**config.mk**
```make
export PLATFORM = sky130hd
export DESIGN_NAME = hilo_muldiv_unit
export DESIGN_NICKNAME = d
export VERILOG_FILES = /design/src/rtl/hilo_muldiv_unit_pkg.sv /design/src/rtl/hilo_muldiv_unit_mult.sv /design/src/rtl/hilo_muldiv_unit.sv
export SDC_FILE = /design/constraint.sdc
export NUM_CORES = 2
export LEC_CHECK = 0
export BUFFER_PORTS_ARGS = -buffer_cell sky130_fd_sc_hd__buf_2
export CORE_ASPECT_RATIO = 2
export CORE_MARGIN = 2
export CORE_UTILIZATION = 47
export DETAILED_ROUTE_END_ITERATION = 6
export SETUP_SLACK_MARGIN = 0.5
export SYNTH_ARGS = -nofsm -noshare
export SYNTH_HDL_FRONTEND = slang
export SYNTH_SLANG_ARGS = --single-unit
```
**constraint.sdc**
```tcl
create_clock -name clk -period 8.8 [get_ports clk]
set_clock_uncertainty 0.05 [all_clocks]
set_input_delay 0.44 -clock clk [delete_from_list [all_inputs] [get_ports clk]]
set_output_delay 0.44 -clock clk [all_outputs]
set_load 0.01 [all_outputs]
```
**src/rtl/hilo_muldiv_unit_pkg.sv**
```systemverilog
// Shared definitions for the HI/LO multiply-divide unit: execute codes,
// mult/div op encodings and FSM state encodings.
package hilo_muldiv_unit_pkg;

  typedef enum logic [5:0] {
    EXE_MTHI  = 6'h11,
    EXE_MTLO  = 6'h13,
    EXE_MULT  = 6'h18,
    EXE_MULTU = 6'h19,
    EXE_DIV   = 6'h1a,
    EXE_DIVU  = 6'h1b
  } exe_code_e;

  typedef enum logic [1:0] {
    OP_MULT  = 2'b00,
    OP_MULTU = 2'b01,
    OP_DIV   = 2'b10,
    OP_DIVU  = 2'b11
  } muldiv_op_e;

  typedef enum logic [1:0] {
    IDLE     = 2'd0,
    MUL_WAIT = 2'd1,
    DIV_WAIT = 2'd2
  } muldiv_state_e;

  // Wide enough for the largest legal multiplier latency minus one.
  localparam int CNT_W = 4;

  function automatic logic op_is_div(muldiv_op_e op);
    return (op == OP_DIV) || (op == OP_DIVU);
  endfunction

  function automatic logic op_is_signed(muldiv_op_e op);
    return (op == OP_MULT) || (op == OP_DIV);
  endfunction

endpackage

```
**src/rtl/hilo_muldiv_unit_mult.sv**
```systemverilog
// Pipelined signed/unsigned multiplier: operands registered on entry, product
// delivered MUL_LAT edges after in_valid, flush kills every stage in flight.
module muldiv_pipe_mult #(
  parameter int DATA_W  = 32,
  parameter int MUL_LAT = 2
) (
  input  logic                  clk,
  input  logic                  rst,
  input  logic                  in_valid,
  input  logic                  in_signed,
  input  logic [DATA_W-1:0]     a,
  input  logic [DATA_W-1:0]     b,
  input  logic                  flush,
  output logic                  out_valid,
  output logic [2*DATA_W-1:0]   product
);

  logic                s1_valid;
  logic                s1_signed;
  logic [DATA_W-1:0]   s1_a;
  logic [DATA_W-1:0]   s1_b;
  logic [2*DATA_W-1:0] ext_a;
  logic [2*DATA_W-1:0] ext_b;
  logic [2*DATA_W-1:0] s1_prod;

  always_ff @(posedge clk or negedge rst) begin
    if (!rst) begin
      s1_valid  <= 1'b0;
      s1_signed <= 1'b0;
      s1_a      <= '0;
      s1_b      <= '0;
    end else begin
      s1_valid <= in_valid & ~flush;
      if (in_valid) begin
        s1_signed <= in_signed;
        s1_a      <= a;
        s1_b      <= b;
      end
    end
  end

  // Sign- or zero-extend to full width; the low 2*DATA_W bits of the product
  // are then correct for both signed and unsigned operands.
  always_comb begin
    ext_a   = {{DATA_W{s1_signed & s1_a[DATA_W-1]}}, s1_a};
    ext_b   = {{DATA_W{s1_signed & s1_b[DATA_W-1]}}, s1_b};
    s1_prod = ext_a * ext_b;
  end

  generate
    if (MUL_LAT == 1) begin : g_single
      assign out_valid = s1_valid;
      assign product   = s1_prod;
    end else begin : g_pipe
      localparam int DEPTH = MUL_LAT - 1;
      logic [DEPTH-1:0]    pv;
      logic [2*DATA_W-1:0] pp [DEPTH];

      always_ff @(posedge clk or negedge rst) begin
        if (!rst) begin
          pv <= '0;
          for (int i = 0; i < DEPTH; i++) pp[i] <= '0;
        end else begin
          pv[0] <= s1_valid & ~flush;
          pp[0] <= s1_prod;
          for (int i = 1; i < DEPTH; i++) begin
            pv[i] <= pv[i-1] & ~flush;
            pp[i] <= pp[i-1];
          end
        end
      end

      assign out_valid = pv[DEPTH-1];
      assign product   = pp[DEPTH-1];
    end
  endgenerate

endmodule

```
**src/rtl/hilo_muldiv_unit.sv**
```systemverilog
// HI/LO register file with multiply/divide sequencing: drives an internal
// pipelined multiplier and an external divider, and stalls the front end.
module hilo_muldiv_unit
  import hilo_muldiv_unit_pkg::*;
#(
  parameter int DATA_W  = 32,
  parameter int MUL_LAT = 2
) (
  input  logic              clk,
  input  logic              rst,
  input  logic              req_valid,
  input  logic [1:0]        req_op,
  input  logic [DATA_W-1:0] src_a,
  input  logic [DATA_W-1:0] src_b,
  input  logic              hi_we,
  input  logic              lo_we,
  input  logic [DATA_W-1:0] wdata,
  input  logic              flush,
  output logic              div_start,
  output logic              div_signed,
  output logic [DATA_W-1:0] div_a,
  output logic [DATA_W-1:0] div_b,
  output logic              div_annul,
  input  logic              div_valid,
  input  logic [DATA_W-1:0] div_quot,
  input  logic [DATA_W-1:0] div_rem,
  output logic              stall,
  output logic [DATA_W-1:0] hi,
  output logic [DATA_W-1:0] lo
);

  muldiv_state_e       state;
  muldiv_state_e       next_state;
  muldiv_op_e          op;
  logic [CNT_W-1:0]    lat_cnt;
  logic                accept;
  logic                accept_mul;
  logic                accept_div;
  logic                mul_done;
  logic                div_done;
  logic                mul_out_valid;
  logic [2*DATA_W-1:0] mul_product;
  logic                mul_write;

  assign op        = muldiv_op_e'(req_op);
  assign mul_write = (state == MUL_WAIT) & mul_done & mul_out_valid & ~flush;

  always_ff @(posedge clk or negedge rst) begin
    if (!rst) state <= IDLE;
    else      state <= next_state;
  end

  // A divide by zero is accepted (one stall cycle) but never leaves IDLE.
  always_comb begin
    next_state = state;
    accept     = 1'b0;
    accept_mul = 1'b0;
    accept_div = 1'b0;
    mul_done   = 1'b0;
    div_done   = 1'b0;
    case (state)
      IDLE: begin
        if (req_valid && !flush) begin
          accept = 1'b1;
          if (!op_is_div(op)) begin
            accept_mul = 1'b1;
            next_state = MUL_WAIT;
          end else if (src_b != '0) begin
            accept_div = 1'b1;
            next_state = DIV_WAIT;
          end
        end
      end
      MUL_WAIT: begin
        mul_done = (lat_cnt == '0);
        if (flush || mul_done) next_state = IDLE;
      end
      DIV_WAIT: begin
        div_done = div_valid;
        if (flush || div_valid) next_state = IDLE;
      end
      default: next_state = IDLE;
    endcase
    stall = rst & (accept | ((state != IDLE) & ~(mul_done | div_done)));
  end

  always_ff @(posedge clk or negedge rst) begin
    if (!rst) begin
      lat_cnt <= '0;
    end else if (accept_mul) begin
      lat_cnt <= CNT_W'(MUL_LAT - 1);
    end else if (state == MUL_WAIT && lat_cnt != '0) begin
      lat_cnt <= lat_cnt - 1'b1;
    end
  end

  always_ff @(posedge clk or negedge rst) begin
    if (!rst) begin
      div_start  <= 1'b0;
      div_annul  <= 1'b0;
      div_signed <= 1'b0;
      div_a      <= '0;
      div_b      <= '0;
    end else begin
      div_start <= accept_div;
      div_annul <= (state == DIV_WAIT) & flush;
      if (accept_div) begin
        div_signed <= op_is_signed(op);
        div_a      <= src_a;
        div_b      <= src_b;
      end
    end
  end

  // MT writes land in IDLE only; a result completing later overwrites them.
  always_ff @(posedge clk or negedge rst) begin
    if (!rst) begin
      hi <= '0;
      lo <= '0;
    end else begin
      case (state)
        IDLE: begin
          if (hi_we) hi <= wdata;
          if (lo_we) lo <= wdata;
        end
        MUL_WAIT: begin
          if (mul_write) {hi, lo} <= mul_product;
        end
        DIV_WAIT: begin
          if (div_valid && !flush) begin
            hi <= div_rem;
            lo <= div_quot;
          end
        end
        default: ;
      endcase
    end
  end

  muldiv_pipe_mult #(
    .DATA_W  (DATA_W),
    .MUL_LAT (MUL_LAT)
  ) u_mult (
    .clk       (clk),
    .rst       (rst),
    .in_valid  (accept_mul),
    .in_signed (op_is_signed(op)),
    .a         (src_a),
    .b         (src_b),
    .flush     (flush),
    .out_valid (mul_out_valid),
    .product   (mul_product)
  );

endmodule

```
==> run metrics <==
DR DRC count=0; syn nets=6518; Num CTS Buffers=25; crit path launch type=register; Placed Cells incl. Taps=6587; Congestion Overflow GR=0; Area Growth Syn to Fin=13.01%; TritonCTS clock tree=built; Yosys reg bits=268; ys flop type=dfrtp_1; vias in the first global route=41830; Die H=456.1 µm; later-pin clock latency in the skew report=0.63 ns; highest-delay cell along the critical path=fa_1; CP Capture Type=register; RSZ-0062 raised after global routing=true; status=finished clean; most numerous cell in the Yosys netlist=fa_1; First DRT Iteration DRCs=2162; crit path max fanout=10; Port Buffers=300; syn avg cell area=9.591 µm²; Final Max Slew Viols=0; H-tree depth=1; CP Class=reg2reg; mean routed wirelength per cell=26.07 µm; via count=36870; DP HPWL=141800 µm; CP peak stage delay=0.54 ns; final std cells w/o fill=6697; Worst EP required=9.31 ns; total of max-cap violations=0; vias per inst=5.505; Max Clock Freq=0.1213 GHz; YS warnings=0; Seq/Total Area, Yosys=0.1397; cell mode on critical path=fa_1; fin crit period=8.245 ns; Synth top cells by count=fa_1, inv_1, nand2_1, and2_1, clkbuf_1; Hold Path Class=in2reg; register clock-pin slew on the reported worst setup and hold paths=0.07 ns; detailed-route wire length=174600 µm; final net count=6842; clock sink total=268; Initial Util=0.4747; first-pass GRT wire length=255600 µm; Final period util=0.9369; Yosys top cell by area=fa_1; clock root buffer master=clkbuf_16; hold violation total from the final report=0; Synth async-reset ratio=1.000; Die Wd=230.0 µm; DRT antenna net count=0; row count=165; initial antenna violation count=9; I/O Pins=301; share of post-route cells with drive strength above 1=0.1529; top-area cell type share of the netlist area=0.4690; synthesized instance count=5007; top cells by area, synth=fa_1, dfrtp_1, inv_1, nand2_1, ha_1; drt first pass iters=7; EDFF count, synth=0; Rel. slew slack=0.2503; GRT Util Overall=0.3378; pin count of the biggest net entering global routing=89; Mapped Area=48020 µm²; clk buf depth=3; Die ar.=104900 µm²; measured slew at the worst slew-check pin=1.125 ns; core area=101200 µm²; final setup vio count=0; WP data arrival=8.76 ns; Netlist cell types=69; Final GP Congestion=0.9840
## flip-flops by register name, indices dropped and copies added, names as in the netlist
signal            cells
div_annul             1
div_a                32
div_start             1
u_mult.product       64
u_mult.s1_a          32
div_b                32
state                 2
u_mult.out_valid      1
u_mult.s1_b          32
lat_cnt               4
lo                   32
hi                   32
div_signed            1
u_mult.s1_valid       1
u_mult.s1_signed      1
## what timing repair did
action / 4_1_cts / 5_1_grt
hold endpoints to repair: 97 / 0
gates resized for setup: 30 / 119
pin swaps: 1 / 34
endpoints found under the setup margin: 16 / 22
hold buffers: 12 / 0
cloned: 0 / 3
buffers inserted: 2 / 36
## through the flow
| step | setup WS, ns | setup TNS [ns] | hold WS [ns] | utilization | cell area (µm²) |
|---|---|---|---|---|---|
| 2_1_floorplan | 0.7562 | 0 | 0.09441 | - | 48020 |
| 3_3_place_gp | 0.07496 | 0 | 0.3990 | 0.5176 | 52360 |
| 3_5_place_dp | -0.02095 | -0.02095 | 0.4067 | 0.5176 | 52360 |
| 4_1_cts | 0.4624 | 0 | 0.0006639 | 0.5284 | 53450 |
| 5_1_grt | 0.4161 | 0 | 0.01171 | 0.5363 | 54250 |
| 6_report | 0.5550 | 0 | 0.007599 | 0.5365 | 54270 |
## cells in the final DEF, fill, tap and decap left out, drive strengths merged, types with 5 or more instances in the layout
master	instances
mux2	64
buf	574
a22oi	66
nand2	918
dfrtp	268
and3	22
ha	217
diode	12
a21oi	61
xnor2	62
and2	355
nor3	12
a211oi	70
a21boi	5
a31oi	7
nor2	87
or2	9
nor4	10
a21o	97
nand4	9
clkbuf	38
o21a	5
o211ai	6
o21ai	40
clkinv	6
nand2b	8
xor2	19
nand3	22
dlygate4sd3	12
fa	1125
nor2b	7
inv	1101
## path summary, 6_finish.rpt
check / startpoint / endpoint / slack, ns / depth (start not counted)
min in group asynchronous: rst / div_a[6] / 0.42 / 2
hold / removal: src_a[22] / div_a[22] / 0.008 / 3
max in group asynchronous: rst / u_mult.product[57] / 6.04 / 4
hold reg to reg: div_b[8] / div_b[8] / 0.42 / 2
setup / recovery: u_mult.s1_a[26] / u_mult.product[55] / 0.55 / 28
setup reg to reg: u_mult.s1_a[26] / u_mult.product[55] / 0.55 / 28
## cells by family (layout without fill, tap and decap cells)
logic type | count (synthesis) | in the layout | synth area share
muxes | 65 | 65 | 0.01522
DFF | 268 | 268 | 0.1397
adders and majority gates | 1342 | 1342 | 0.5255
AOI/OAI and AO/OA | 386 | 386 | 0.05672
other | 0 | 12 | 0
xor gates and xnor gates | 81 | 81 | 0.01477
buffers and inverters | 1394 | 1736 | 0.1091
and+or+nand+nor | 1471 | 1471 | 0.1390
## critical path: cells and delay by family, from the launching register on
kind / cells / cell delay (ns)
AOI/OAI and AO/OA: 4 / 0.82
xor gates and xnor gates: 1 / 0.25
adders and majority gates: 9 / 4.19
buffers and inverters: 9 / 1.40
DFF: 1 / 0.51
and+or+nand+nor: 5 / 0.96
## routing by layer
metal / part of all wire / GRT usage / up-vias / wire [µm]
met4: 0.14 / 0.3598 / 0 / 24130
li1: - / - / 15350 / -
met5: 0 / 0 / - / 0
met1: 0.28 / 0.2964 / 19080 / 49500
met2: 0.52 / 0.6193 / 1560 / 91640
met3: 0.053 / 0.05138 / 876 / 9329
## cell type report
type                            count  area [µm²]
Clock buffer                       32       681.9
Timing Repair Buffer              592        4284
Antenna cell                       12       30.03
Clock inverter                     13       205.2
Tap cell                         1336        1672
Sequential cell                   268        6766
Inverter                         1099        4129
Multi-Input combinational cell   3345       36500
Fill cell                        9398       46890
Power is not shown: default switching activity piles up to over one toggle a cycle in this logic, so the estimate is an artifact.
